File: src/rtl/tank_status_pkg.sv
// Shared types, packed-word field offsets and popcount helper for the tank status tracker.
package tank_status_pkg;

    typedef enum logic [1:0] {
        ST_ALIVE = 2'd0,
        ST_DEAD  = 2'd1,
        ST_OUT   = 2'd2
    } tank_state_e;

    localparam int POS_ALIVE_BIT   = 0;
    localparam int POS_X_LSB       = 1;
    localparam int POS_Y_LSB       = 11;
    localparam int ATTR_HEALTH_LSB = 0;
    localparam int ATTR_LIVES_LSB  = 8;
    localparam int ATTR_STATE_LSB  = 14;
    localparam int POP_W           = 64;

    function automatic logic [6:0] popcount(input logic [POP_W-1:0] v);
        logic [6:0] n;
        n = '0;
        for (int i = 0; i < POP_W; i++) n = n + 7'(v[i]);
        return n;
    endfunction

endpackage

File: src/rtl/tank_status_tracker_if.sv
// Frame-rate bus between the game logic and the tank status tracker.
// The score_reg word exists only when TANK_SCORE_EN is defined.
interface tank_status_tracker_if #(
    parameter int N_TANK   = 2,
    parameter int N_BULLET = 8
);
    logic [N_TANK-1:0][N_BULLET-1:0]        bullet_active;
    logic [N_TANK-1:0][9:0]                 tank_x;
    logic [N_TANK-1:0][9:0]                 tank_y;
    logic [N_TANK*N_BULLET-1:0][N_TANK-1:0] hit;
    logic [N_TANK-1:0]                      to_cure;
    logic                                   cured;
    logic [N_TANK-1:0][31:0]                bullet_num_reg;
    logic [N_TANK-1:0][31:0]                tank_pos_reg;
    logic [N_TANK-1:0][31:0]                health_attr_reg_out;
    logic [N_TANK-1:0]                      tank_alive;
    logic                                   game_over;
`ifdef TANK_SCORE_EN
    logic [N_TANK-1:0][31:0]                score_reg;
`endif

    modport master (
        output bullet_active, tank_x, tank_y, hit, to_cure,
`ifdef TANK_SCORE_EN
        input  score_reg,
`endif
        input  cured, bullet_num_reg, tank_pos_reg, health_attr_reg_out, tank_alive, game_over
    );

    modport slave (
        input  bullet_active, tank_x, tank_y, hit, to_cure,
`ifdef TANK_SCORE_EN
        output score_reg,
`endif
        output cured, bullet_num_reg, tank_pos_reg, health_attr_reg_out, tank_alive, game_over
    );
endinterface

File: src/rtl/tank_life_fsm.sv
// Per-tank health/lives/invulnerability/respawn state machine.
// state    | meaning
// ST_ALIVE | in play; takes hits unless invulnerable, accepts cures
// ST_DEAD  | waiting out the respawn timer; hits and cures ignored
// ST_OUT   | no lives left; terminal until Reset
module tank_life_fsm
    import tank_status_pkg::*;
#(
    parameter int HW             = 5,
    parameter int INIT_HEALTH    = 5,
    parameter int MAX_HEALTH     = 8,
    parameter int INVULN_FRAMES  = 30,
    parameter int RESPAWN_FRAMES = 120,
    parameter int LIVES          = 3
) (
    input  logic          frame_clk,
    input  logic          Reset,
    input  logic [HW-1:0] hits,
    input  logic          cure_req,
    output logic [7:0]    health,
    output logic [3:0]    lives,
    output tank_state_e   state,
    output logic          alive_nxt,
`ifdef TANK_SCORE_EN
    output logic          hit_applied,
    output logic          kill,
`endif
    output logic          cure_ok
);
    localparam int IW = (INVULN_FRAMES > 0) ? $clog2(INVULN_FRAMES + 1) : 1;
    localparam int RW = $clog2(RESPAWN_FRAMES + 1);

    tank_state_e   state_q, state_d;
    logic [7:0]    health_q, health_d, hit_left;
    logic [3:0]    lives_q, lives_d;
    logic [IW-1:0] inv_q, inv_d;
    logic [RW-1:0] resp_q, resp_d;
    logic          dies;

    always_comb begin
        state_d  = state_q;
        health_d = health_q;
        lives_d  = lives_q;
        inv_d    = inv_q;
        resp_d   = resp_q;
        hit_left = health_q;
        dies     = 1'b0;
        cure_ok  = 1'b0;
        case (state_q)
            ST_ALIVE: begin
                if (inv_q != '0) begin
                    inv_d = inv_q - IW'(1);
                end else if (hits != '0) begin
                    if (16'(hits) >= 16'(health_q)) begin
                        dies     = 1'b1;
                        health_d = '0;
                        lives_d  = lives_q - 4'd1;
                        if (lives_q == 4'd1) begin
                            state_d = ST_OUT;
                        end else begin
                            state_d = ST_DEAD;
                            resp_d  = RW'(RESPAWN_FRAMES);
                        end
                    end else begin
                        hit_left = health_q - 8'(hits);
                        inv_d    = IW'(INVULN_FRAMES);
                    end
                end
                // a killing blow swallows any cure requested in the same frame
                if (!dies) begin
                    cure_ok  = cure_req && (hit_left < 8'(MAX_HEALTH));
                    health_d = hit_left + {7'b0, cure_ok};
                end
            end
            ST_DEAD: begin
                if (resp_q == RW'(1)) begin
                    state_d  = ST_ALIVE;
                    health_d = 8'(INIT_HEALTH);
                    inv_d    = IW'(INVULN_FRAMES);
                    resp_d   = '0;
                end else begin
                    resp_d = resp_q - RW'(1);
                end
            end
            ST_OUT:  health_d = '0;
            default: state_d = ST_ALIVE;
        endcase
    end

    always_ff @(posedge frame_clk) begin
        if (Reset) begin
            state_q  <= ST_ALIVE;
            health_q <= 8'(INIT_HEALTH);
            lives_q  <= 4'(LIVES);
            inv_q    <= '0;
            resp_q   <= '0;
        end else begin
            state_q  <= state_d;
            health_q <= health_d;
            lives_q  <= lives_d;
            inv_q    <= inv_d;
            resp_q   <= resp_d;
        end
    end

    assign health    = health_q;
    assign lives     = lives_q;
    assign state     = state_q;
    assign alive_nxt = (state_d == ST_ALIVE);
`ifdef TANK_SCORE_EN
    assign hit_applied = (state_q == ST_ALIVE) && (inv_q == '0) && (hits != '0);
    assign kill        = dies;
`endif
endmodule

File: src/rtl/tank_status_tracker.sv
// Per-frame status tracker for N_TANK tanks: bullet counts, packed positions, life FSMs,
// cured pulse and game_over. Define TANK_SCORE_EN to add per-tank score words.
module tank_status_tracker
    import tank_status_pkg::*;
#(
    parameter int N_TANK         = 2,
    parameter int N_BULLET       = 8,
    parameter int INIT_HEALTH    = 5,
    parameter int MAX_HEALTH     = 8,
    parameter int INVULN_FRAMES  = 30,
    parameter int RESPAWN_FRAMES = 120,
    parameter int LIVES          = 3
) (
    input  logic                 frame_clk,
    input  logic                 Reset,
    tank_status_tracker_if.slave bus
);
    localparam int HW = $clog2(N_TANK * N_BULLET + 1);

    logic [N_TANK-1:0][HW-1:0] hits;
    logic [N_TANK-1:0][31:0]   bnum_q, bnum_d, pos_q, pos_d;
    logic                      cured_q, cured_d, game_over_q, game_over_d;
    logic [POP_W-1:0]          col_v, act_v;
    logic [6:0]                cnt;
    logic [7:0]                n_live;
    logic [7:0]                health [N_TANK];
    logic [3:0]                lives [N_TANK];
    tank_state_e               state [N_TANK];
    logic [N_TANK-1:0]         alive_nxt, cure_ok;
`ifdef TANK_SCORE_EN
    logic [N_TANK-1:0]         hit_applied, kill;
    logic [N_TANK-1:0][15:0]   score_q, score_d;
    logic [15:0]               add;
    logic [16:0]               sum;
    logic                      contrib;
`endif

    for (genvar k = 0; k < N_TANK; k++) begin : g_tank
        tank_life_fsm #(
            .HW(HW), .INIT_HEALTH(INIT_HEALTH), .MAX_HEALTH(MAX_HEALTH),
            .INVULN_FRAMES(INVULN_FRAMES), .RESPAWN_FRAMES(RESPAWN_FRAMES), .LIVES(LIVES)
        ) u_fsm (
            .frame_clk (frame_clk),
            .Reset     (Reset),
            .hits      (hits[k]),
            .cure_req  (bus.to_cure[k]),
            .health    (health[k]),
            .lives     (lives[k]),
            .state     (state[k]),
            .alive_nxt (alive_nxt[k]),
`ifdef TANK_SCORE_EN
            .hit_applied (hit_applied[k]),
            .kill        (kill[k]),
`endif
            .cure_ok   (cure_ok[k])
        );
    end

    always_comb begin
        hits   = '0;
        bnum_d = '0;
        pos_d  = '0;
        col_v  = '0;
        act_v  = '0;
        cnt    = '0;
        n_live = '0;
        for (int k = 0; k < N_TANK; k++) begin
            col_v = '0;
            for (int i = 0; i < N_TANK * N_BULLET; i++) col_v[i] = bus.hit[i][k];
            cnt     = popcount(col_v);
            hits[k] = cnt[HW-1:0];
            act_v   = '0;
            act_v[N_BULLET-1:0] = bus.bullet_active[k];
            cnt       = popcount(act_v);
            bnum_d[k] = 32'(N_BULLET) - {25'b0, cnt};
            // alive bit follows the state the tank enters this frame, matching the FSM registers
            pos_d[k][POS_Y_LSB +: 10]  = bus.tank_y[k];
            pos_d[k][POS_X_LSB +: 10]  = bus.tank_x[k];
            pos_d[k][POS_ALIVE_BIT]    = alive_nxt[k];
            if (state[k] != ST_OUT) n_live = n_live + 8'd1;
        end
        cured_d     = (|cure_ok) & ~cured_q;
        game_over_d = game_over_q | (n_live <= 8'd1);
    end

`ifdef TANK_SCORE_EN
    // each hitting bullet earns its owner +1; owners that took part in a kill get +4 once
    always_comb begin
        score_d = score_q;
        add     = '0;
        sum     = '0;
        contrib = 1'b0;
        for (int s = 0; s < N_TANK; s++) begin
            add = '0;
            for (int j = 0; j < N_TANK; j++) begin
                contrib = 1'b0;
                if (j != s && hit_applied[j]) begin
                    for (int b = 0; b < N_BULLET; b++) begin
                        if (bus.hit[s*N_BULLET + b][j]) begin
                            add     = add + 16'd1;
                            contrib = 1'b1;
                        end
                    end
                    if (contrib && kill[j]) add = add + 16'd4;
                end
            end
            sum        = {1'b0, score_q[s]} + {1'b0, add};
            score_d[s] = sum[16] ? 16'hFFFF : sum[15:0];
        end
    end
`endif

    always_ff @(posedge frame_clk) begin
        if (Reset) begin
            for (int k = 0; k < N_TANK; k++) bnum_q[k] <= 32'(N_BULLET);
            pos_q       <= '0;
            cured_q     <= 1'b0;
            game_over_q <= 1'b0;
`ifdef TANK_SCORE_EN
            score_q     <= '0;
`endif
        end else begin
            bnum_q      <= bnum_d;
            pos_q       <= pos_d;
            cured_q     <= cured_d;
            game_over_q <= game_over_d;
`ifdef TANK_SCORE_EN
            score_q     <= score_d;
`endif
        end
    end

    always_comb begin
        bus.health_attr_reg_out = '0;
        bus.tank_alive          = '0;
`ifdef TANK_SCORE_EN
        bus.score_reg           = '0;
`endif
        for (int k = 0; k < N_TANK; k++) begin
            bus.health_attr_reg_out[k][ATTR_HEALTH_LSB +: 8] = health[k];
            bus.health_attr_reg_out[k][ATTR_LIVES_LSB +: 4]  = lives[k];
            bus.health_attr_reg_out[k][ATTR_STATE_LSB +: 2]  = state[k];
            bus.tank_alive[k] = (state[k] == ST_ALIVE);
`ifdef TANK_SCORE_EN
            bus.score_reg[k] = {16'b0, score_q[k]};
`endif
        end
    end

    assign bus.bullet_num_reg = bnum_q;
    assign bus.tank_pos_reg   = pos_q;
    assign bus.cured          = cured_q;
    assign bus.game_over      = game_over_q;
endmodule
File: src/flat_wrapper.sv
// flat-port wrapper written by rule: the top's interface ports become plain ports
module tank_status_tracker_flat import tank_status_pkg::*;
#(
    parameter int N_TANK         = 2,
    parameter int N_BULLET       = 8,
    parameter int INIT_HEALTH    = 5,
    parameter int MAX_HEALTH     = 8,
    parameter int INVULN_FRAMES  = 30,
    parameter int RESPAWN_FRAMES = 120,
    parameter int LIVES          = 3
)
  (frame_clk, Reset, bus_bullet_active, bus_tank_x, bus_tank_y, bus_hit, bus_to_cure, bus_cured, bus_bullet_num_reg, bus_tank_pos_reg, bus_health_attr_reg_out, bus_tank_alive, bus_game_over);
  tank_status_tracker_if #(.N_TANK(N_TANK), .N_BULLET(N_BULLET)) bus_i ();
  input  logic frame_clk;
  input  logic Reset;
  input wire logic [$bits(bus_i.bullet_active)-1:0] bus_bullet_active;
  input wire logic [$bits(bus_i.tank_x)-1:0] bus_tank_x;
  input wire logic [$bits(bus_i.tank_y)-1:0] bus_tank_y;
  input wire logic [$bits(bus_i.hit)-1:0] bus_hit;
  input wire logic [$bits(bus_i.to_cure)-1:0] bus_to_cure;
  output wire logic [$bits(bus_i.cured)-1:0] bus_cured;
  output wire logic [$bits(bus_i.bullet_num_reg)-1:0] bus_bullet_num_reg;
  output wire logic [$bits(bus_i.tank_pos_reg)-1:0] bus_tank_pos_reg;
  output wire logic [$bits(bus_i.health_attr_reg_out)-1:0] bus_health_attr_reg_out;
  output wire logic [$bits(bus_i.tank_alive)-1:0] bus_tank_alive;
  output wire logic [$bits(bus_i.game_over)-1:0] bus_game_over;
  assign bus_i.bullet_active = bus_bullet_active;
  assign bus_i.tank_x = bus_tank_x;
  assign bus_i.tank_y = bus_tank_y;
  assign bus_i.hit = bus_hit;
  assign bus_i.to_cure = bus_to_cure;
  assign bus_cured = bus_i.cured;
  assign bus_bullet_num_reg = bus_i.bullet_num_reg;
  assign bus_tank_pos_reg = bus_i.tank_pos_reg;
  assign bus_health_attr_reg_out = bus_i.health_attr_reg_out;
  assign bus_tank_alive = bus_i.tank_alive;
  assign bus_game_over = bus_i.game_over;
  tank_status_tracker #(.N_TANK(N_TANK), .N_BULLET(N_BULLET), .INIT_HEALTH(INIT_HEALTH), .MAX_HEALTH(MAX_HEALTH), .INVULN_FRAMES(INVULN_FRAMES), .RESPAWN_FRAMES(RESPAWN_FRAMES), .LIVES(LIVES)) u_core (.frame_clk(frame_clk), .Reset(Reset), .bus(bus_i));
endmodule
File: config.mk
export PLATFORM = sky130hd
export DESIGN_NAME = tank_status_tracker_flat
export DESIGN_NICKNAME = d
export VERILOG_FILES = /design/src/rtl/tank_status_pkg.sv /design/src/rtl/tank_status_tracker_if.sv /design/src/rtl/tank_life_fsm.sv /design/src/rtl/tank_status_tracker.sv /design/src/flat_wrapper.sv
export SDC_FILE = /design/constraint.sdc
export NUM_CORES = 1
export LEC_CHECK = 0
export ABC_AREA = 1
export CELL_PAD_IN_SITES_DETAIL_PLACEMENT = 0
export CELL_PAD_IN_SITES_GLOBAL_PLACEMENT = 1
export CORE_MARGIN = 3
export CORE_UTILIZATION = 29
export CTS_BUF_LIST = sky130_fd_sc_hd__clkbuf_16
export CTS_CLUSTER_DIAMETER = 60
export DETAILED_ROUTE_END_ITERATION = 16
export GPL_ROUTABILITY_DRIVEN = 0
export PLACE_DENSITY_LB_ADDON = 0.3
export RECOVER_POWER = 100
export REMOVE_ABC_BUFFERS = 1
export SYNTH_ARGS = -nofsm -noshare
export SYNTH_HDL_FRONTEND = slang
export SYNTH_SLANG_ARGS = --single-unit
File: constraint.sdc
create_clock -name frame_clk -period 7.75 [get_ports frame_clk]
set_input_delay 1.55 -clock frame_clk [delete_from_list [all_inputs] [get_ports frame_clk]]
set_output_delay 1.55 -clock frame_clk [all_outputs]
set_load 0.03 [all_outputs]
# Word-level counts from Yosys, hierarchy flattened
# Index checks and enable logic that the tools add are counted.
# W data, S select, Z words.
# totals
inputBits	92
reg_bits	182
out_inout_bits	196
# op_classes
addsub	57
n_eq_ne	30
muxes	68
n_bitwise	5
magnitude_cmp	5
n_reduce_logical	23
# ops
operator	n
$mux W8	19
$add A5 B1 Y5	28
$add A7 B1 Y7	12
$mux W7	10
$pmux W8 S3	2
$mux W5	8
$pmux W7 S2	2
$ne A3 B3 Y1 const B	8
$mux W2	10
$pmux W5 S2	2
$reduce_and A5 Y1	4
$reduce_bool A5 Y1	4
$add A8 B1 Y8	2
$ge A5 B8 Y1	2
$lt A8 B4 Y1 const B	2
$ne A2 B2 Y1 const B	8
$reduce_and A4 Y1	4
$sub A4 B7 Y8 const A	2
$sub A8 B5 Y8	2
$eq A7 B1 Y1 const B	2
$sub A7 B1 Y7 const B	2
$mux W1	13
$pmux W2 S3	2
$sub A5 B1 Y5 const B	2
other kinds (17)	36

# Longest topological paths before layout
# Gate-level depths: netlist of run 1.
# logic_depth
depth_word	26
mapped_depth	36
mapped_depth_nobuf	36

# Hierarchy
# A second synthesis of run 1 with hierarchy kept.
# hier_totals
cells_unflattened	1010
area_unflattened_um2	7797.5
# modules_own_cells
module	area_per_inst_um2	cells_each	n_inst	seq_area_each_um2
tank_life_fsm	2087.0	295	2	520.5
tank_status_tracker	3623.5	420	1	1081.0

# Worst setup path after synthesis of run 1
# OpenSTA, ideal clock, no wires.
# synth_path
path_type	input port to flip-flop
startpoint	input bus_hit[0]
endpoint	register u_core.g_tank[0].u_fsm.health_q[4]
setup_time_ps	70
setup_slack_ps	391
arrival_time_ps	7289
cell_stages	27
cell_sequence	ha_1 inv_1 fa_1 fa_1 fa_1 fa_1 fa_1 fa_1 inv_1 nand2_1 a21oi_1 inv_1 ha_1 nand2_1 nor3_1 nand4_2 nand3_4 inv_2 nand4_1 nand2_1 nor4_1 ha_1 ha_1 a21boi_2 a21oi_1 nand3b_1 a21oi_1
# synth_between
elab_chain_len	25
word_cells_on_any_way	35
classes_between	17 x add/sub; 2 x order compare; 3 x eq/ne; 10 x mux; 3 x reduce/logical
# synth_lines
item	line_no	text
start: declaration	flat_wrapper.sv:19	input wire logic [$bits(bus_i.hit)-1:0] bus_hit;
$add A1 B1 Y2 (*)	tank_status_pkg.sv:21	for (int i = 0; i < POP_W; i++) n = n + 7'(v[i]);
$add A5 B1 Y5 (*) (14 in a row)	tank_status_pkg.sv:21	
$sub A8 B5 Y8 or $ge A5 B8 Y1 (tied branches)	tank_life_fsm.sv:65, tank_life_fsm.sv:54	
$mux W8	tank_life_fsm.sv:54	if (16'(hits) >= 16'(health_q)) begin
$mux W8	tank_life_fsm.sv:53	end else if (hits != '0) begin
$mux W8	tank_life_fsm.sv:51	if (inv_q != '0) begin
$mux W8	tank_life_fsm.sv:49	case (state_q)
$lt A8 B4 Y1	tank_life_fsm.sv:71	cure_ok = cure_req && (hit_left < 8'(MAX_HEALTH));
$logic_and A1 B1 Y1	tank_life_fsm.sv:71	
$add A8 B1 Y8	tank_life_fsm.sv:72	health_d = hit_left + {7'b0, cure_ok};
$mux W8	tank_life_fsm.sv:70	if (!dies) begin
$pmux W8 S3	tank_life_fsm.sv:49	
end signal: assignment	tank_life_fsm.sv:93	health_q <= 8'(INIT_HEALTH);
end signal: assignment	tank_life_fsm.sv:99	health_q <= health_d;
end: declaration	tank_life_fsm.sv:34	logic [7:0] health_q, health_d, hit_left;
# Every way passes the cells marked *; elsewhere a longest branch is shown, timed or not. The select of a mux whose other input is x is not followed.
# A chain may end at the register's enable or synchronous reset.

# Worst setup path in the final report of run 1
# layout_path
startpoint	input bus_hit[1]
endpoint	register u_core.g_tank[1].u_fsm.health_q[3]
# layout_between
elab_chain_len	25
word_cells_on_any_way	35
classes_between	17 x add/sub; 2 x order compare; 3 x eq/ne; 10 x mux; 3 x reduce/logical
# layout_lines
item	line_no
$add A1 B1 Y2 (*)	tank_status_pkg.sv:21
$add A5 B1 Y5 (*) (14 in a row)	tank_status_pkg.sv:21
$sub A8 B5 Y8 or $ge A5 B8 Y1 (tied branches)	tank_life_fsm.sv:65, tank_life_fsm.sv:54
$mux W8	tank_life_fsm.sv:54
$mux W8	tank_life_fsm.sv:53
$mux W8	tank_life_fsm.sv:51
$mux W8	tank_life_fsm.sv:49
$lt A8 B4 Y1	tank_life_fsm.sv:71
$logic_and A1 B1 Y1	tank_life_fsm.sv:71
$add A8 B1 Y8	tank_life_fsm.sv:72
$mux W8	tank_life_fsm.sv:70
$pmux W8 S3	tank_life_fsm.sv:49
end signal: assignment	tank_life_fsm.sv:93
end signal: assignment	tank_life_fsm.sv:99
end: declaration	tank_life_fsm.sv:34
# Marks and branches as above.

==> results.cfg, run 1 <==
[place]
place_ws_ns = -0.290
placed_cells = 1585
dp_hpwl_um = 16600
port_buffers = 229

[sta]
worstMarginPinSlew_ns = 0.891
fmax_mhz = 135
rsz0062_at_grt = no
hold_violations = 0
setup_violations = 0
drv_slew = 0
fin_ws_ns = 0.338
fin_crit_ns = 7.41
slew_headroom = 0.406
fin_skew_ns = 0.0132
fin_crit_sh = 0.956

[final_layout]
final_cell_count_no_fill = 1607
multiInputGateArea_sq_um = 4090
largest_reg_flops = 42
antenna_cells = 0
synthToLayoutAreaGrowth_pct = 36.4
seqCellArea_sq_um = 2200
drive_gt1_frac = 0.101
fill_cells = 2759
final_nets = 1439

[setup_path]
slowest_stage = fa_1
crit_arrival_ns = 7.65
slowest_delay_ns = 0.54
ff2ff_setup_slack_ns = 4.33
crit_path_start_kind = primary input
critical_path_class = primary input to register
endpoint_kind = register
crit_path_frequent_cell = fa_1
critPathMaxFanout = 4
crit_required_ns = 7.99

[power]
p_leak_nw = 5.36
power.total_mw = 4.75
p_int_mw = 2.34
clkPwrFrac = 0.103
ir_worst_vdd_uv = 245
swShare = 0.508
p_per_area_nw_per_um2 = 452
p_comb_frac = 0.728
seqPwrFrac = 0.169
p_sw_mw = 2.41

[yosys]
synthesis.area_sq_um = 7700
yosysSeqAreaShare = 0.286
yosys_warnings = 0
yosys.cell_types.count = 49
syn_area_per_cell_sq_um = 7.37
synth_top_area_share = 0.286
synthCells = 1045
synth.area.top_cells = dfxtp_1 29%, buf_4 11%, inv_1 11%, ha_1 8.1%, fa_1 7.8%
ys_ff_latch = 110
yosysTopAreaCell = dfxtp_1

[route]
wl_um = 20700
first_iter_violations = 247
wl_per_cell_um = 12.9
vias_per_cell = 4.21
final_antenna_net_count = 0
vias = 6764
dr.pass1.iters = 4
route.detailed.drc = 0

[clock_network]
numClockSinks = 110
cts_tree = yes
cts_buffer_depth = 2
ctsHtreeMaxLevel = 3
cts_buffers = 9
worstSkewPairLatency_ns = 0.36
path_clk_slew_ns = 0.09
cts_hold_buffers = 0
root_buffer = clkbuf_16

[status]
status = complete, no violations

[floorplan]
die_height_um = 169
ios = 288
start_util = 0.296
dieWidth_um = 169
core_area_sq_um = 26100
dieArea_sq_um = 28600
row_count = 59

[grt]
met3_usage = 0.0481
grt_pass1_vias = 6650
met1_usage = 0.177
grt_pass1_wl_um = 32600
grt_busiest_layer = met2
grt_use_total = 0.141
antenna_found_initial = 1
overflow = 0
met2_usage = 0.236
grt_max_degree = 42

[min_path]
min_path_type = register to register

[job]
drv_cap = 0
==> kinds of logic after synthesis <==
group	share of synthesized area
simple gates	0.229
xor+xnor	0.0136
other cells	0.000487
fa+ha+maj	0.159
buf+inv	0.221
flops	0.286
compound gates	0.0909
==> Yosys cell counts (all sizes together) <==
cell type and number:
xnor2 2, nor4 1, a31oi 7, a21boi 1, xor2 10, buf 112
conb 1, nor3 18, and3 4, or3 1, a211oi 2, inv 220
nand4 16, o21a 2, nand3b 3, ha 50, clkbuf 9, fa 30
or2 3, clkinv 1, a311oi 2, and2 2, o221ai 1, nand2 167
nand3 42, dfxtp 110, o211ai 5, nor3b 3, a221o 1, nor2 118
o21ai 48, a21oi 52, o31ai 1
==> stage by stage <==
step	TNS (ns)	hold slack [ns]	util	area (sq um)
global placement	-0.704	0.465	0.386	10100
detailed placement	-1.75	0.472	0.386	10100
finish	0	0.483	0.403	10500
floorplan	0	0.444	-	7050
CTS	0	0.483	0.398	10400
global route	0	0.513	0.403	10500
==> cell type report <==
type                    instances  share of cell area
well taps                     335              0.0399
multi-input cells             650               0.389
flip-flops and latches        110               0.210
clock buffers                   9              0.0214
repair buffers                275               0.252
clock inverters                 7             0.00893
inverters                     221              0.0792
==> critical path: cells and delay by family <==
family,cells,cell delay [ns]
fa+ha+maj,9,3.63
compound gates,3,0.31
buf+inv,6,0.81
simple gates,12,1.17
xor+xnor,1,0.18
==> path summary, 6_finish.rpt <==
path | start | endpoint | cells after the start
worst max-delay path | bus_hit[1] | u_core.g_tank[1].u_fsm.health[3] | 31
worst min-delay path | u_core.g_tank[1].u_fsm.inv_q[4] | u_core.g_tank[1].u_fsm.inv_q[4] | 2
worst max register to register | u_core.g_tank[0].u_fsm.health[0] | u_core.g_tank[0].u_fsm.health[4] | 21
worst min register to register | u_core.g_tank[1].u_fsm.inv_q[4] | u_core.g_tank[1].u_fsm.inv_q[4] | 2
==> layout by cell type, fill, tap and decap left out, types with 9 or more instances in the layout <==
master,count
nand2_2,16
ha_1,47
nor2_1,113
fa_1,26
xor2_1,10
nand3_1,30
dfxtp_1,110
inv_1,214
clkdlybuf4s50_1,85
conb_1,58
nand2_1,149
nor3_1,16
nand4_1,15
clkbuf_16,9
buf_4,36
nand3_2,9
dlygate4sd3_1,141
o21ai_0,44
a21oi_1,44
==> repair_timing <==
item / CTS / global route
setup buffers: 0 / 6
endpoints found under the setup margin: 0 / 13
hold endpoints to repair: 0 / 0
resized for setup: 0 / 37
==> metal layers <==
layer | wire length, um | part of all wire
met2 | 9920 | 0.48
met3 | 1550 | 0.075
met5 | 0 | 0
met4 | 154 | 0.0075
met1 | 9040 | 0.44
==> power groups by stage <==
stage                     Sequential [mW]  Clock [mW]  Combinational, mW
final                               0.802       0.490               3.46
after global routing                0.826       0.536               3.90
after CTS                           0.809       0.513               3.42
after detailed placement            0.820           0               3.40
after global placement              0.822           0               3.38
after floorplan                     0.976           0               2.05
Power figures use the tool's default switching activity.
==> run 2: changes to the inputs <==
--- a/config.mk
+++ b/config.mk
@@ -6,6 +6,7 @@
 export NUM_CORES = 1
 export LEC_CHECK = 0
 export ABC_AREA = 1
+export CAP_MARGIN = 5
 export CELL_PAD_IN_SITES_DETAIL_PLACEMENT = 0
 export CELL_PAD_IN_SITES_GLOBAL_PLACEMENT = 1
 export CORE_MARGIN = 3
==> results of run 2 <==
No change in the layout: final DEF, timing and power equal those of run 1.
==> run 3: changes to the inputs <==
--- a/config.mk
+++ b/config.mk
@@ -12,12 +12,13 @@
 export CORE_MARGIN = 3
 export CORE_UTILIZATION = 29
 export CTS_BUF_LIST = sky130_fd_sc_hd__clkbuf_16
-export CTS_CLUSTER_DIAMETER = 60
+export CTS_CLUSTER_DIAMETER = 30
 export DETAILED_ROUTE_END_ITERATION = 16
 export GPL_ROUTABILITY_DRIVEN = 0
-export PLACE_DENSITY_LB_ADDON = 0.3
+export PLACE_DENSITY = 0.81
 export RECOVER_POWER = 100
 export REMOVE_ABC_BUFFERS = 1
+export SLEW_MARGIN = 20
 export SYNTH_ARGS = -nofsm -noshare
 export SYNTH_HDL_FRONTEND = slang
 export SYNTH_SLANG_ARGS = --single-unit
==> run 3 against run 2 <==
Effect of this change: the run now ends with max-capacitance violations, max-slew violations left; fmax is 1.2% lower; via count is 1.3% higher; utilization hardly changed.
==> results.cfg, run 3 (same netlist as run 1, synthesis figures left out) <==
[floorplan]
dieArea_sq_um = 28600
row_count = 59
ios = 288
die_height_um = 169
dieWidth_um = 169
start_util = 0.296
core_area_sq_um = 26100

[clock_network]
worstSkewPairLatency_ns = 0.36
numClockSinks = 110
ctsHtreeMaxLevel = 3
cts_hold_buffers = 0
cts_buffer_depth = 2
cts_tree = yes
root_buffer = clkbuf_16
cts_buffers = 9
path_clk_slew_ns = 0.08

[sta]
fin_crit_sh = 0.968
hold_violations = 0
fin_skew_ns = 0.0142
fin_crit_ns = 7.50
drv_slew = 30
fin_ws_ns = 0.247
worstMarginPinSlew_ns = 1.57
fmax_mhz = 133
slew_headroom = -0.0448
setup_violations = 0

[setup_path]
critical_path_class = primary input to register
crit_required_ns = 7.92
r2r_cells = 24
endpoint_kind = register
crit_end = u_core.g_tank[0].u_fsm.health[6]
crit_path_start_kind = primary input
r2r_start = u_core.g_tank[0].u_fsm.health[0]
reg2reg_to = u_core.g_tank[0].u_fsm.health[6]
slowest_stage = fa_2
crit_arrival_ns = 7.67
startpoint = bus_hit[12]
ff2ff_setup_slack_ns = 4.26
slowest_delay_ns = 0.56
critPathMaxFanout = 5

[grt]
overflow = 0
grt_max_degree = 54
grt_pass1_vias = 6768
grt_use_total = 0.143
antenna_found_initial = 0
grt_pass1_wl_um = 33200

[status]
status = finished, violations left
violations = max-capacitance violations, max-slew violations

[final_layout]
final_cell_mix = 212 x inv_1, 150 x nand2_1, 150 x dlygate4sd3_1
synthToLayoutAreaGrowth_pct = 36.4
largest_reg_flops = 42
fin_util = 0.403
final_nets = 1438
antenna_cells = 0
drive_gt1_frac = 0.101
fill_cells = 2694
final_common_cell = inv_1

[route]
dr.max_layer_used = met4
wl_per_cell_um = 13.0
route.detailed.drc = 0
dr.pass1.iters = 5
wl_met1_um = 8960
final_antenna_net_count = 0
vias_per_cell = 4.27
dr_wl_met2_um = 10100
first_iter_violations = 230
wl_um = 20900
dr_wl_met3_um = 1640
vias = 6855

[min_path]
worstHoldPathCells = 2
min_path_type = register to register
hold_path.startpoint = u_core.g_tank[1].u_fsm.inv_q[4]

[power]
power.total_mw = 4.81
ir_worst_vdd_uv = 288
p_leak_nw = 5.34
p_per_area_nw_per_um2 = 458

[place]
port_buffers = 229
dp_hpwl_um = 16600
place_ws_ns = -0.307

[job]
drv_cap = 1
-- run 3: layout make-up --
type	instances	area, sq um	share of cell area
multi-input combinational	650	4110	0.391
timing repair buffer	274	2620	0.249
clock buffer	9	225	0.0214
inverter	221	832	0.0792
clock inverter	7	101	0.00964
sequential	110	2200	0.209
tap	335	419	0.0399
-- run 3: worst min path at each step --
stage,end,slack [ns]
global placement,u_core.g_tank[0].u_fsm.inv_q[4],0.46
global route,u_core.g_tank[1].u_fsm.inv_q[4],0.50
detailed placement,u_core.g_tank[1].u_fsm.inv_q[4],0.47
finish,u_core.g_tank[1].u_fsm.inv_q[4],0.49
CTS,u_core.g_tank[1].u_fsm.inv_q[4],0.49
floorplan,u_core.g_tank[0].u_fsm.inv_q[4],0.44
-- run 3: report_power, final --
part           total (mW)  switching, mW  internal [mW]
Combinational        3.51           2.08           1.43
Sequential          0.805          0.105          0.699
Clock               0.499          0.263          0.236
Total                4.81           2.45           2.36
-- run 3: worst max-delay path: cells and delay by family --
| kind | cells | cell delay, ns |
|---|---|---|
| xor+xnor | 1 | 0.16 |
| buf+inv | 7 | 0.84 |
| simple gates | 12 | 1.15 |
| compound gates | 2 | 0.29 |
| fa+ha+maj | 9 | 3.68 |
-- run 3: per-stage QoR --
stage / TNS, ns / std cells / instance area (sq um) / hold slack [ns]
floorplan: 0 / 981 / 7050 / 0.444
global placement: -0.916 / 1582 / 10000 / 0.463
detailed placement: -1.73 / 1582 / 10000 / 0.474
CTS: 0 / 1598 / 10400 / 0.486
global route: -0.0837 / 1606 / 10500 / 0.500
finish: 0 / 1606 / 10500 / 0.487
-- run 3: routing by layer --
| layer | track usage | vias up |
|---|---|---|
| met3 | 0.0416 | 14 |
| li1 | - | 3499 |
| met2 | 0.240 | 210 |
| met4 | 0.0378 | 0 |
| met5 | 0 | - |
| met1 | 0.179 | 3132 |
-- run 3: repair_timing --
item                       CTS  global route
setup buffers                0             8
setup endpoints to repair    0            10
gates resized for setup      0            40
